`src/rtl/slave_mem_arbiter.sv`:
```
// Round-robin arbiter sharing one single-port, 1-cycle-latency BRAM between two requesters.
// One access is in flight at a time. Read data is returned per requester with a 1-cycle rvalid.
module slave_mem_arbiter #(
  parameter int unsigned ADDR_WIDTH = 12,
  parameter int unsigned DATA_WIDTH = 8
) (
  input  logic                  clk,
  input  logic                  rst,

  input  logic                  m0_req,
  input  logic                  m0_wen,
  input  logic [ADDR_WIDTH-1:0] m0_addr,
  input  logic [DATA_WIDTH-1:0] m0_wdata,
  output logic                  m0_gnt,
  output logic [DATA_WIDTH-1:0] m0_rdata,
  output logic                  m0_rvalid,

  input  logic                  m1_req,
  input  logic                  m1_wen,
  input  logic [ADDR_WIDTH-1:0] m1_addr,
  input  logic [DATA_WIDTH-1:0] m1_wdata,
  output logic                  m1_gnt,
  output logic [DATA_WIDTH-1:0] m1_rdata,
  output logic                  m1_rvalid,

  output logic [ADDR_WIDTH-1:0] mem_addr,
  output logic [DATA_WIDTH-1:0] mem_wdata,
  output logic                  mem_wen,
  output logic                  mem_ren,
  input  logic [DATA_WIDTH-1:0] mem_rdata,

  output logic                  busy
);

  typedef enum logic [1:0] {StIdle, StAccess, StRdata, StResp} state_e;

  state_e                state_q, state_d;
  logic                  owner_q, owner_d;          // 0 = m0, 1 = m1
  logic                  last_owner_q, last_owner_d;
  logic                  wen_q, wen_d;
  logic [ADDR_WIDTH-1:0] addr_q, addr_d;
  logic [DATA_WIDTH-1:0] wdata_q, wdata_d;
  logic [DATA_WIDTH-1:0] m0_rdata_q, m0_rdata_d;
  logic [DATA_WIDTH-1:0] m1_rdata_q, m1_rdata_d;

  always_ff @(posedge clk or posedge rst) begin
    if (rst) begin
      state_q      <= StIdle;
      owner_q      <= 1'b0;
      last_owner_q <= 1'b1;
      wen_q        <= 1'b0;
      addr_q       <= '0;
      wdata_q      <= '0;
      m0_rdata_q   <= '0;
      m1_rdata_q   <= '0;
    end else begin
      state_q      <= state_d;
      owner_q      <= owner_d;
      last_owner_q <= last_owner_d;
      wen_q        <= wen_d;
      addr_q       <= addr_d;
      wdata_q      <= wdata_d;
      m0_rdata_q   <= m0_rdata_d;
      m1_rdata_q   <= m1_rdata_d;
    end
  end

  always_comb begin
    state_d      = state_q;
    owner_d      = owner_q;
    last_owner_d = last_owner_q;
    wen_d        = wen_q;
    addr_d       = addr_q;
    wdata_d      = wdata_q;
    m0_rdata_d   = m0_rdata_q;
    m1_rdata_d   = m1_rdata_q;

    unique case (state_q)
      StIdle: begin
        if (m0_req || m1_req) begin
          // On a tie the requester that did not win last time gets the slot.
          owner_d      = (m0_req && m1_req) ? ~last_owner_q : m1_req;
          wen_d        = owner_d ? m1_wen   : m0_wen;
          addr_d       = owner_d ? m1_addr  : m0_addr;
          wdata_d      = owner_d ? m1_wdata : m0_wdata;
          last_owner_d = owner_d;
          state_d      = StAccess;
        end
      end
      StAccess: state_d = wen_q ? StIdle : StRdata;
      StRdata: begin
        if (owner_q) m1_rdata_d = mem_rdata;
        else         m0_rdata_d = mem_rdata;
        state_d = StResp;
      end
      StResp:  state_d = StIdle;
      default: state_d = StIdle;
    endcase
  end

  always_comb begin
    mem_addr  = '0;
    mem_wdata = '0;
    mem_wen   = 1'b0;
    mem_ren   = 1'b0;
    m0_gnt    = 1'b0;
    m1_gnt    = 1'b0;
    if (state_q == StAccess) begin
      mem_addr  = addr_q;
      mem_wdata = wdata_q;
      mem_wen   = wen_q;
      mem_ren   = ~wen_q;
      m0_gnt    = ~owner_q;
      m1_gnt    = owner_q;
    end
  end

  assign m0_rvalid = (state_q == StResp) && !owner_q;
  assign m1_rvalid = (state_q == StResp) && owner_q;
  assign m0_rdata  = m0_rdata_q;
  assign m1_rdata  = m1_rdata_q;
  assign busy      = (state_q != StIdle);

endmodule

```
`config.mk`:
```
export PLATFORM = sky130hd
export DESIGN_NAME = slave_mem_arbiter
export DESIGN_NICKNAME = d
export VERILOG_FILES = /design/src/rtl/slave_mem_arbiter.sv
export SDC_FILE = /design/constraint.sdc
export NUM_CORES = 1
export LEC_CHECK = 0
export ABC_AREA = 1
export ABC_CLOCK_PERIOD_IN_PS = 2800
export BUFFER_PORTS_ARGS = -buffer_cell sky130_fd_sc_hd__buf_4
export CAP_MARGIN = 30
export CORE_MARGIN = 2
export CORE_UTILIZATION = 51
export CTS_CLUSTER_DIAMETER = 80
export DETAILED_ROUTE_END_ITERATION = 16
export GPL_TIMING_DRIVEN = 0
export PLACE_DENSITY_LB_ADDON = 0.25
export SLEW_MARGIN = 20
export SYNTH_ARGS = -nofsm -noshare
export SYNTH_HDL_FRONTEND = slang
export SYNTH_SLANG_ARGS = --single-unit
```
`constraint.sdc`:
```
create_clock -name clk -period 2.8 [get_ports clk]
set_input_delay 0.56 -clock clk [delete_from_list [all_inputs] [get_ports clk]]
set_output_delay 0.56 -clock clk [all_outputs]
set_load 0.02 [all_outputs]
```
==> flow_metrics.tcl <==
set metrics [dict create \
    run_status "finished, final reports clean" \
    die_area_sq_mm 0.00477 \
    gp_congestion 0.844 \
    first_iter_violations 137 \
    critPathKind "reg -> out" \
    synthToLayoutAreaGrowth_pct 42.9 \
    setup_tns_ns 0 \
    cts_buffers 5 \
    io-pin-count 97 \
    ant_nets 0 \
    vias_per_cell 4.67 \
    antenna_found_initial 0 \
    io_buffers 96 \
    worstPathMaxFanout 10 \
    hold_buffers 0 \
    setup_violations 0 \
    overflow 0 \
    clkSinkCount 41 \
    cts_resized 0 \
    final_layout_size_suffix_gt1_share_pct 29.7 \
    rsz0062_at_grt "false" \
    fin_crit_sh_pct 72.8 \
    cp.required_ns 2.24 \
    finalHoldViolCount 0 \
    slew_headroom_pct 67.8 \
    fp.dieW_um 69.1 \
    via_count 2167 \
    synth.distinct_cells 18 \
    seq_area_frac_synth_pct 47.6 \
    track_usage_pct 23.3 \
    first_pass_iters 4 \
    n_antenna_cell 0 \
    cts_tree "yes" \
    post-dp-hpwl_um 4020 \
    min_period_ns 2.04 \
    path_clk_slew_ns 0.08 \
    nets 467 \
    wl_per_cell_um 11.3 \
    syn_inst 309 \
    worstMarginPinSlew_ns 0.483 \
    startpoint_type "flip-flop" \
    core_sq_mm 0.00403 \
    die_y_um 69.1 \
    ys.warnings.count 0 \
    finalPower_w 0.00323 \
    grt_pass1_wl_um 9050 \
    syn_area_sq_mm 0.00216 \
    powerDensity_mw_per_mm2 1050 \
    synth-seq-cells 41 \
    use_met1_pct 28.9 \
    postCtsSetupBuffers 0 \
    fin_skew_ns 0.00730 \
    rows 23 \
    crit_arrival_ns 1.48 \
    clockRootBuffer "clkbuf_8" \
    ir_worst_vdd_mv 0.592 \
    drc 0 \
    synthesis.nets 363 \
    routed_wl_um 5250 \
    cap_violations 0 \
    use_met3_pct 5.26 \
    grt_max_degree 23 \
    final_core_util_pct 76.6 \
    grt_most_used_layer "met2" \
    hold_class "in -> async" \
    avgSynthCellArea_sq_um 6.99 \
    initial_core_util_pct 53.6 \
    p_leak_nw 1.88 \
    cts_max_level 2 \
    grtUsageMet2_pct 40.0 \
    grt_pass1_vias 2132 \
    clock_latency_ns 0.29 \
    ctsLongestPathBuffers 2 \
    cp-end-kind "output port" \
    drv_slew 0 \
    fmaxAchievable_ghz 0.491 \
]
-- synthesized netlist by cell type, drive strengths merged --
| master | number | area, sq um |
|---|---|---|
| o21ai | 17 | 85.1 |
| buf | 10 | 60.1 |
| nor3 | 2 | 10.0 |
| clkbuf | 4 | 15.0 |
| dfstp | 1 | 26.3 |
| nor2 | 26 | 105 |
| nand3 | 44 | 230 |
| nand2 | 86 | 325 |
| inv | 77 | 289 |
| dfrtp | 40 | 1000 |
| a21oi | 1 | 5.00 |
| o21bai | 1 | 7.51 |
-- worst max-delay path, cell delays in order (launching register included) --
cell,delay (ns)
dfrtp_1,0.42
inv_2,0.12
nand2_1,0.13
buf_2,0.22
nor2_1,0.13
buf_4,0.16
-- through the flow --
stage	instances	setup slack [ns]	area (sq um)	hold slack, ns
after floorplan	309	1.16	2160	0.442
after global placement	455	0.777	2940	0.452
after detailed placement	456	1.07	2970	0.465
after CTS	464	0.741	3090	0.301
after global routing	464	0.628	3090	0.315
final	464	0.762	3090	0.292
-- flip-flops by register name, summed over array words and instances (netlist names), named ones only --
signal and cells:
m0_rdata 8, owner_q 1, addr_q 12, wdata_q 8, wen_q 1, last_owner_q 1
state_q 1, m1_rdata 8
-- power breakdown --
| part | leakage [nW] | internal, W | total [W] | switching (W) |
|---|---|---|---|---|
| combinational | 1.33 | 0.000678 | 0.00168 | 0.00100 |
| clock | 0.0585 | 0.000291 | 0.000480 | 0.000190 |
| sequential | 0.498 | 0.000895 | 0.00107 | 0.000171 |
-- metal layers --
layer	up-vias	part of all wire, %
met2	68	49
met1	972	43
met3	11	5.9
met5	-	0
li1	1116	-
met4	0	2.3
-- final timing paths --
kind | cells after the start | slack [ns] | endpoint | startpoint
max | 5 | 0.76 | mem_wdata[1] | flip-flop
min | 2 | 0.29 | m0_rdata[1] | rst
max reg2reg | 6 | 1.46 | addr_q[9] | last_owner_q
min reg2reg | 2 | 0.48 | last_owner_q | last_owner_q
max in group asynchronous | 3 | 1.97 | last_owner_q | rst
min in group clk | 2 | 0.48 | last_owner_q | last_owner_q
-- kinds of logic after synthesis --
group / after synthesis / share of synthesized area (%)
compound gates: 19 / 4.52
simple gates: 158 / 31.1
flops: 41 / 47.6
buf+inv: 91 / 16.9
-- cell type report --
type                            instances  area, sq um
Buffer                                 14         75.1
Clock buffer                            7         86.3
Clock inverter                          1         30.0
Fill cell                             317          942
Inverter                               77          289
Multi-Input combinational cell        177          768
Sequential cell                        41         1030
Tap cell                               50         62.6
Timing Repair Buffer                   97          748
-- layout by cell type (no fill, tap or decap) --
cell	count
a21oi_1	1
bufinv_16	1
dfrtp_1	40
inv_2	4
nand2_2	1
clkbuf_8	6
dfstp_2	1
buf_4	100
nor2_4	1
nor3_1	2
nand2_1	85
nor2_1	25
o21bai_1	1
nand3_2	2
buf_16	1
buf_2	6
o21ai_1	8
o21ai_0	9
nand3_1	42
inv_1	73
clkbuf_1	5
Note: power is estimated with default switching activity, not from simulation.
